===== src/rtl/wash_ctrl_param.sv =====
// Parametrised washing-machine sequencer: fill, dose, agitate, drain, rinse passes, spin, done.
// Ports: clk/reset; panel+sensor inputs (start, door_closed, water_full, water_empty,
//        detergent_added); actuator outputs (door_lock, motor_on, valves), done, fault,
//        state_o (debug state code), rinse_left (rinse passes still to run).
module wash_ctrl_param #(
  parameter int NUM_RINSE    = 2,
  parameter int WASH_TICKS   = 16,
  parameter int RINSE_TICKS  = 8,
  parameter int SPIN_TICKS   = 12,
  parameter int FILL_TIMEOUT = 32,
  parameter int TW           = 8,
  // Keep at least one bit so NUM_RINSE=0 still yields a legal port.
  localparam int RW = (NUM_RINSE > 0) ? $clog2(NUM_RINSE + 1) : 1
) (
  input  logic          clk,
  input  logic          reset,
  input  logic          start,
  input  logic          door_closed,
  input  logic          water_full,
  input  logic          water_empty,
  input  logic          detergent_added,
  output logic          door_lock,
  output logic          motor_on,
  output logic          fill_valve,
  output logic          drain_valve,
  output logic          detergent_valve,
  output logic          done,
  output logic          fault,
  output logic [3:0]    state_o,
  output logic [RW-1:0] rinse_left
);

  typedef enum logic [3:0] {
    S_IDLE    = 4'd0,
    S_FILL    = 4'd1,
    S_DOSE    = 4'd2,
    S_AGITATE = 4'd3,
    S_DRAIN   = 4'd4,
    S_SPIN    = 4'd5,
    S_DONE    = 4'd6,
    S_FAULT   = 4'd7
  } state_t;

  localparam logic [TW-1:0] TMAX = {TW{1'b1}};

  state_t        state, state_n;
  logic [TW-1:0] timer, timer_n;
  logic [RW-1:0] rinse_n;
  logic          phase, phase_n;     // 0 = main wash, 1 = rinse pass
  logic          drained, drained_n; // FAULT: water_empty already seen
  logic          locked;

  // Locked states that are still exposed to a door-open fault.
  assign locked = (state == S_FILL) || (state == S_DOSE) || (state == S_AGITATE) ||
                  (state == S_DRAIN) || (state == S_SPIN);

  always_comb begin
    state_n   = state;
    rinse_n   = rinse_left;
    phase_n   = phase;
    drained_n = drained;
    timer_n   = timer;
    case (state)
      S_IDLE: begin
        if (start && door_closed) begin
          state_n = S_FILL;
          phase_n = 1'b0;
          rinse_n = RW'(NUM_RINSE);
        end
      end
      S_FILL: begin
        // water_full checked first so it beats a same-cycle timeout.
        if (water_full)
          state_n = phase ? S_AGITATE : S_DOSE;
        else if (timer >= TW'(FILL_TIMEOUT - 1))
          state_n = S_FAULT;
      end
      S_DOSE: begin
        if (detergent_added) state_n = S_AGITATE;
      end
      S_AGITATE: begin
        if (timer >= (phase ? TW'(RINSE_TICKS - 1) : TW'(WASH_TICKS - 1)))
          state_n = S_DRAIN;
      end
      S_DRAIN: begin
        if (water_empty) begin
          if (rinse_left != '0) begin
            rinse_n = rinse_left - 1'b1;
            phase_n = 1'b1;
            state_n = S_FILL;
          end else begin
            state_n = S_SPIN;
          end
        end
      end
      S_SPIN: begin
        if (timer >= TW'(SPIN_TICKS - 1)) state_n = S_DONE;
      end
      S_DONE: begin
        if (!start) state_n = S_IDLE;
      end
      S_FAULT: begin
        if (water_empty) drained_n = 1'b1;
      end
      default: state_n = S_IDLE;
    endcase

    // Door opening while locked overrides whatever was decided above.
    if (locked && !door_closed) state_n = S_FAULT;
    if (state_n == S_FAULT && state != S_FAULT) drained_n = 1'b0;

    // Timer restarts on every state change and saturates instead of wrapping.
    if (state_n != state)
      timer_n = '0;
    else if ((state == S_FILL || state == S_AGITATE || state == S_SPIN) && timer != TMAX)
      timer_n = timer + 1'b1;
  end

  // Outputs are registered from the next-state decode so they line up with state.
  always_ff @(posedge clk) begin
    if (reset) begin
      state           <= S_IDLE;
      timer           <= '0;
      rinse_left      <= RW'(NUM_RINSE);
      phase           <= 1'b0;
      drained         <= 1'b0;
      door_lock       <= 1'b0;
      motor_on        <= 1'b0;
      fill_valve      <= 1'b0;
      drain_valve     <= 1'b0;
      detergent_valve <= 1'b0;
      done            <= 1'b0;
      fault           <= 1'b0;
    end else begin
      state           <= state_n;
      timer           <= timer_n;
      rinse_left      <= rinse_n;
      phase           <= phase_n;
      drained         <= drained_n;
      door_lock       <= (state_n != S_IDLE) && (state_n != S_DONE);
      motor_on        <= (state_n == S_AGITATE) || (state_n == S_SPIN);
      fill_valve      <= (state_n == S_FILL);
      drain_valve     <= (state_n == S_DRAIN) || (state_n == S_SPIN) ||
                         ((state_n == S_FAULT) && !drained_n);
      detergent_valve <= (state_n == S_DOSE);
      done            <= (state_n == S_DONE);
      fault           <= (state_n == S_FAULT);
    end
  end

  assign state_o = state;

endmodule


===== config.mk =====
export PLATFORM = sky130hd
export DESIGN_NAME = wash_ctrl_param
export DESIGN_NICKNAME = d
export VERILOG_FILES = /design/src/rtl/wash_ctrl_param.sv
export SDC_FILE = /design/constraint.sdc
export NUM_CORES = 1
export LEC_CHECK = 0
export ABC_AREA = 1
export BUFFER_PORTS_ARGS = -buffer_cell sky130_fd_sc_hd__buf_2
export CORE_MARGIN = 2
export CORE_UTILIZATION = 42
export DETAILED_ROUTE_END_ITERATION = 16
export PLACE_DENSITY = 0.67
export SKIP_CTS_REPAIR_TIMING = 1
export SYNTH_ARGS = -nofsm -noshare
export SYNTH_HDL_FRONTEND = slang
export SYNTH_SLANG_ARGS = --single-unit

===== constraint.sdc =====
create_clock -name clk -period 2.5 [get_ports clk]
set_input_delay 0.5 -clock clk [delete_from_list [all_inputs] [get_ports clk]]
set_output_delay 0.5 -clock clk [all_outputs]
set_load 0.05 [all_outputs]

==> out/results.ini, run 1 <==
[worst_setup_path]
r2r-start = state_o[1]
critPathRequiredTime_ns = 2.72
arrival_ns = 2.05
reg2reg_depth = 11
rr_endpoint = timer[3]
start_kind = flip-flop
worst-path-max-fanout = 9
r2r_setup_slack_ns = 0.67
end_kind = flip-flop
critical_path_class = reg -> reg

[placement]
port_buffers = 19
dp_hpwl_mm = 2.14
dp.cells = 281
gp_congestion = 0.865

[clock_tree]
htreeDepth = 1
root_buffer = clkbuf_4
cts_buffers = 3
clock-sinks = 23
clk_latency_ns = 0.31
cts_buffer_depth = 2
cts_tree = done
clkTransAtPathRegs_ns = 0.12

[routing]
first_pass_iters = 4
drt_iter0_markers = 61
vias = 1244
drt-total-wl_mm = 2.68
vias_per_cell = 4.36
drtAntennaViolNets = 0
drc_errors = 0
wl_per_cell_um = 9.39

[hold_path]
hp-class = in -> reg
whs_path_depth = 2
min_from = reset
hold_end = state_o[1]

[global_routing]
grt_pass1_wl_mm = 4.28
antenna_found_initial = 0
globalRouteOverflowTotal = 0
grtUsageTotal_pct = 14.7
grt_pass1_vias = 994
grt_use_met1_pct = 23.9
met2_usage_pct = 20.4
grt_max_degree = 14
use_met3_pct = 1.24
top_usage_layer = met1

[layout]
drive_above_1_share_pct = 18.4
finalNonFillerCells = 285
finish.net_count = 250
top_register = timer
largest_reg_flops = 8
fin_util_pct = 48.0
syn2layout_area_growth_pct = 11.1
diodes = 0

[die]
io_pins = 20
die_x_um = 62.1
initial_core_util_pct = 43.2
dieHeight_um = 62.1
core_area_um2 = 3280
dieArea_um2 = 3860
floorplan.rows = 21

[sta]
hold_ws_ns = 0.407
post-route-period-util_pct = 73.1
rsz0062_at_grt = false
min_period_ns = 1.83
fin_setup_tns_ns = 0
finalMaxSlewViolations = 0
hold_viol = 0
fin_worst_skew_ns = 0.00149
fmax_ghz = 0.547
setup_viol = 0

[power]
power.leakage_nw = 0.833
vdd_drop_max_v = 0.000259
p_per_area_nw_per_um2 = 423

[status]
outcome = finished, final reports clean

[synthesis]
yosysSeqAreaShare_pct = 32.5
netlist_instances = 218
syn-cell-area_um2 = 1420
ys_ff_latch = 23
synth.distinct_cells = 25
syn_nets = 228
yosysWarnings = 0
syn_area_per_cell_um2 = 6.50

[flow_run]
maxCapViolations = 0

[placed cells by master, fill, tap and decap left out, drive strengths merged, types with 4 or more instances in the layout]
cell type   n
nand4       4
nor2       38
buf        19
nand2      65
a21oi       6
dfxtp      23
nand3      16
inv        43
o21ai       7
[cell families after synthesis]
| family | Yosys count | synth area share [%] |
|---|---|---|
| AOI/OAI and AO/OA | 13 | 5.12 |
| xor gates and xnor gates | 6 | 3.71 |
| adders and majority gates | 3 | 2.65 |
| buffers and inverters | 45 | 13.0 |
| DFF | 23 | 32.5 |
| other | 1 | 0.265 |
| and+or+nand+nor | 127 | 42.8 |
[synth_stat cells (all sizes together)]
cell type | number | area [um^2]
nand2 | 65 | 267
inv | 43 | 161
nor2 | 38 | 180
dfxtp | 23 | 460
nand3 | 16 | 97.6
o21ai | 7 | 42.5
a21oi | 6 | 30.0
nand4 | 4 | 40.0
ha | 3 | 37.5
nor3 | 3 | 15.0
xnor2 | 3 | 26.3
xor2 | 3 | 26.3
buf | 2 | 22.5
conb | 1 | 3.75
nand3b | 1 | 7.51
[stage by stage]
stage	instance area [um^2]	power (mW)	setup slack, ns
after global routing	1580	0.705	0.465
after CTS	1580	0.678	0.680
after floorplan	1420	0.483	0.616
after detailed placement	1550	0.507	0.700
final	1580	0.667	0.672
after global placement	1550	0.507	0.686
[critical path: stages, from the launching register on]
cell and delay, ns:
dfxtp_1 0.63, inv_2 0.11, nand2_1 0.08, nor2_1 0.07, nand3b_1 0.10, nand2_1 0.05
nor2_1 0.16, nand3_2 0.16, nand2_1 0.10, nand2_1 0.08, nand3_4 0.13, nor2_1 0.05
[layer usage]
metal / vias to the layer above / share of wire (%)
met2: 20 / 40
li1: 701 / -
met1: 521 / 56
met5: - / 0
met4: 0 / 0.64
met3: 2 / 3.1
[where the power goes]
part / leakage, nW / internal [mW] / switching [mW] / total, mW
logic: 0.630 / 0.0322 / 0.0834 / 0.116
registers: 0.186 / 0.374 / 0.00910 / 0.383
clock network: 0.0177 / 0.0598 / 0.109 / 0.168
total: 0.833 / 0.466 / 0.201 / 0.667
[worst max-delay path by stage]
stage               start        to  slack (ns)  depth (start not counted)
3_5_place_dp   state_o[1]  timer[6]        0.70                         11
5_1_grt        state_o[1]  timer[0]        0.46                         12
2_1_floorplan  state_o[3]  timer[6]        0.62                         13
4_1_cts        state_o[1]  timer[6]        0.68                         11
6_report       state_o[1]  timer[3]        0.67                         11
3_3_place_gp   state_o[1]  timer[6]        0.69                         11
[area by class of cell]
type | count | area, um^2
inverters | 43 | 161
flip-flops and latches | 23 | 460
well taps | 46 | 57.6
multi-input cells | 150 | 773
fillers | 355 | 1710
repair buffers | 19 | 95.1
clock inverters | 1 | 5.00
clock buffers | 3 | 22.5
Power figures use the tool's default switching activity.
==> inputs of run 2 (changes only) <==
Clock period 2.5 ns to 1.8 ns, I/O delays scaled along.
==> out/results.ini, run 2 (synthesis gave the netlist of run 1 again) <==
[status]
outcome = finished, final reports clean

[global_routing]
globalRouteOverflowTotal = 0
grt_pass1_vias = 1052
antenna_found_initial = 0
grt_pass1_wl_mm = 4.60
grtUsageTotal_pct = 16.1
grt_max_degree = 14

[routing]
drtAntennaViolNets = 0
vias_per_cell = 4.62
vias = 1363
drt_iter0_markers = 93
drt-total-wl_mm = 3.25
drc_errors = 0
first_pass_iters = 4
wl_per_cell_um = 11.0

[die]
dieHeight_um = 62.1
core_area_um2 = 3280
floorplan.rows = 21
dieArea_um2 = 3860
die_x_um = 62.1
initial_core_util_pct = 43.2
io_pins = 20

[worst_setup_path]
worst-path-max-fanout = 8
r2r-start = timer[1]
rr_endpoint = timer[5]
start_kind = flip-flop
reg2reg_depth = 14
critPathRequiredTime_ns = 2.07
crit_top_cell = nand2_2
r2r_setup_slack_ns = 0.07
arrival_ns = 2.00
end_kind = flip-flop
critPathMaxStageDelay_ns = 0.37
path_cells = ha_4 -> nand2_4 -> nor2_4 -> nor2_2 -> nand2_1 -> nand2_2 -> nand2_2 -> nor2_4 -> nand2_4 -> nand2_2 -> nand2_2 -> inv_2 -> nand3_4 -> nor2_2
critical_path_class = reg -> reg
slowest_stage = dfxtp_2

[power]
vdd_drop_max_v = 0.000427
design_power_total_mw = 0.971
power.leakage_nw = 0.918
p_per_area_nw_per_um2 = 554

[layout]
top_register = timer
fin_util_pct = 53.4
layout_common_cells = nand2_1, inv_1, nor2_1
largest_reg_flops = 8
drive_above_1_share_pct = 34.5
n_fill_cell = 326
layout_commonest_cell = nand2_1
finish.net_count = 260
diodes = 0
syn2layout_area_growth_pct = 23.7

[sta]
rsz0062_at_grt = true
min_period_ns = 1.73
finalMaxSlewViolations = 0
fin_worst_skew_ns = 0.00463
hold_viol = 0
fin_setup_tns_ns = 0
hold_ws_ns = 0.249
post-route-period-util_pct = 96.1
fmax_ghz = 0.578
setup_viol = 0

[clock_tree]
clk_latency_ns = 0.32
clkTransAtPathRegs_ns = 0.13
clock-sinks = 23
cts_tree = done
cts_buffers = 3
root_buffer = clkbuf_4
htreeDepth = 1
cts_buffer_depth = 2

[hold_path]
hp-class = in -> reg
whs_path_depth = 2
hold_end = phase
min_from = reset

[placement]
dp_hpwl_mm = 2.33
port_buffers = 19
gp_congestion = 0.869

[flow_run]
maxCapViolations = 0

[run 2: how the worst max path moves through the flow]
stage,end,slack (ns),startpoint,cells past startpoint
3_5_place_dp,timer[5],0.02,timer[1],12
6_report,timer[5],0.07,timer[1],14
5_1_grt,timer[5],-0.06,phase,13
2_1_floorplan,timer[7],0.02,state_o[0],13
4_1_cts,timer[5],-0.01,timer[1],12
3_3_place_gp,timer[6],0.09,phase,12
[run 2: cell type report]
cell class	count	area, um^2	area share [%]
flip-flops and latches	23	473	27.0
repair buffers	29	170	9.70
well taps	46	57.6	3.28
inverters	43	161	9.20
clock inverters	1	5.00	0.285
clock buffers	3	22.5	1.28
multi-input cells	150	865	49.3
[run 2: through the flow]
stage               instance area (um^2)  instances  worst slack (ns)
global route                        1750        295           -0.0602
CTS                                 1630        292           -0.0127
floorplan                           1420        218            0.0203
global placement                    1610        288            0.0933
finish                              1750        295            0.0704
detailed placement                  1610        288            0.0174
[run 2: where the power goes]
group | switching (mW) | total, mW | internal [mW]
logic | 0.129 | 0.191 | 0.0621
registers | 0.0118 | 0.532 | 0.520
clock network | 0.165 | 0.249 | 0.0834
total | 0.306 | 0.971 | 0.665
[run 2: worst max-delay path: cells and delay by family, from the launching register on]
| kind | cells | cell delay, ns |
|---|---|---|
| adder cells (fa/ha/maj) | 1 | 0.18 |
| buffers and inverters | 1 | 0.06 |
| flip-flops | 1 | 0.37 |
| AND/OR/NAND/NOR | 12 | 1.08 |
[run 2: per-layer routing]
layer  global-route usage, %  routed length (um)  part of all wire [%]  up-vias
met3                    1.86                  96                   3.0        4
met4                    5.47                  51                   1.6        0
met2                    23.8                1520                    47       28
met5                       0                   0                     0        -
li1                        -                   -                     -      727
met1                    24.1                1580                    49      604
==> inputs of run 3 (changes only) <==
Settings changed: CORE_UTILIZATION 42 to 45, CTS_CLUSTER_SIZE from default to 28, PLACE_DENSITY 0.67 to 0.7.
==> out/results.ini, run 3 (synthesis gave the netlist of run 1 again) <==
[sta]
min_period_ns = 1.78
setup_viol = 0
finalMaxSlewViolations = 0
fin_worst_skew_ns = 0.00910
post-route-period-util_pct = 98.7
hold_viol = 0
rsz0062_at_grt = true
fmax_ghz = 0.563

[worst_setup_path]
worst-path-max-fanout = 8
r2r-start = timer[1]
critPathRequiredTime_ns = 2.06
end_kind = flip-flop
start_kind = flip-flop
arrival_ns = 2.04
startpoint = timer[1]
critical_path_class = reg -> reg

[clock_tree]
htreeDepth = 1
cts_buffers = 3
clock-sinks = 23
cts_buffer_depth = 2
clk_latency_ns = 0.32
clkTransAtPathRegs_ns = 0.13
cts_tree = done
root_buffer = clkbuf_4

[global_routing]
grtUsageTotal_pct = 18.1
globalRouteOverflowTotal = 0
grt_pass1_wl_mm = 4.97
antenna_found_initial = 0
grt_max_degree = 14
grt_pass1_vias = 1182

[die]
dieArea_um2 = 3620
core_area_um2 = 3030
dieHeight_um = 60.1
floorplan.rows = 20
io_pins = 20
initial_core_util_pct = 46.8
die_x_um = 60.1

[routing]
drt-total-wl_mm = 3.11
drtAntennaViolNets = 0
drc_errors = 0
drt_iter0_markers = 56
vias = 1345
first_pass_iters = 4
vias_per_cell = 4.61
wl_per_cell_um = 10.6

[layout]
drive_above_1_share_pct = 36.3
largest_reg_flops = 8
diodes = 0
layout_common_cells = nand2_1, inv_1, nor2_1
syn2layout_area_growth_pct = 24.5
finalNonFillerCells = 292
finish.net_count = 259
final_area_um2 = 1770
top_register = timer
layout_commonest_cell = nand2_1

[power]
vdd_drop_max_v = 0.000360
p_per_area_nw_per_um2 = 544
power.leakage_nw = 0.896

[flow_run]
maxCapViolations = 0

[hold_path]
hp-class = in -> reg
min_from = reset

[placement]
postPlaceCellArea_um2 = 1580
gp_congestion = 0.850
port_buffers = 19
dp.cells = 283
dp_hpwl_mm = 2.26

[status]
outcome = finished, final reports clean

run 3: power by group:
| part | leakage (nW) | internal (mW) | switching, mW | total, mW |
|---|---|---|---|---|
| Combinational | 0.688 | 0.0595 | 0.130 | 0.190 |
| Sequential | 0.190 | 0.518 | 0.0130 | 0.531 |
| Clock | 0.0177 | 0.0832 | 0.157 | 0.240 |
| Total | 0.896 | 0.661 | 0.300 | 0.961 |
run 3: critical path, cell delays in order (launching register included):
cell,delay [ns]
dfxtp_4,0.38
ha_4,0.18
nand2_4,0.08
nor2_4,0.04
nor2_2,0.12
nand2_1,0.07
nand2_2,0.08
nand2_2,0.06
nor2_4,0.16
nand2_4,0.07
nand2_2,0.06
nand2_2,0.05
inv_2,0.06
nand3_4,0.15
nor2_2,0.15
run 3: metrics by stage:
stage | setup WS [ns] | TNS (ns) | util, % | power [mW] | hold WS, ns
after floorplan | 0.0203 | 0 | - | 0.672 | 0.429
after global placement | -0.0196 | -0.140 | 52.2 | 0.711 | 0.449
after detailed placement | 0.0103 | 0 | 52.2 | 0.712 | 0.463
after CTS | -0.0203 | -0.119 | 53.1 | 0.955 | 0.261
after global routing | -0.0934 | -0.429 | 58.3 | 1.02 | 0.255
final | 0.0235 | 0 | 58.3 | 0.961 | 0.268
run 3: per-layer routing:
metal	GRT usage, %	up-vias	routed length (um)
met5	0	-	0
met4	5.08	0	29
li1	-	718	-
met3	2.81	4	96
met2	28.6	29	1410
met1	25.4	594	1570
run 3: path summary, 6_finish.rpt:
check	slack, ns	end	cells past startpoint
worst min-delay path	0.27	phase	2
worst min register to register	0.50	drained	2
worst max-delay path	0.02	timer[7]	14
worst max register to register	0.02	timer[7]	14
run 3: cell type report:
cell class                      count  area (um^2)
Fill cell                         304         1260
Multi-Input combinational cell    150          883
Sequential cell                    23          475
Timing Repair Buffer               28          163
Inverter                           43          161
Tap cell                           44         55.1
Clock buffer                        3         22.5
Clock inverter                      1         5.00
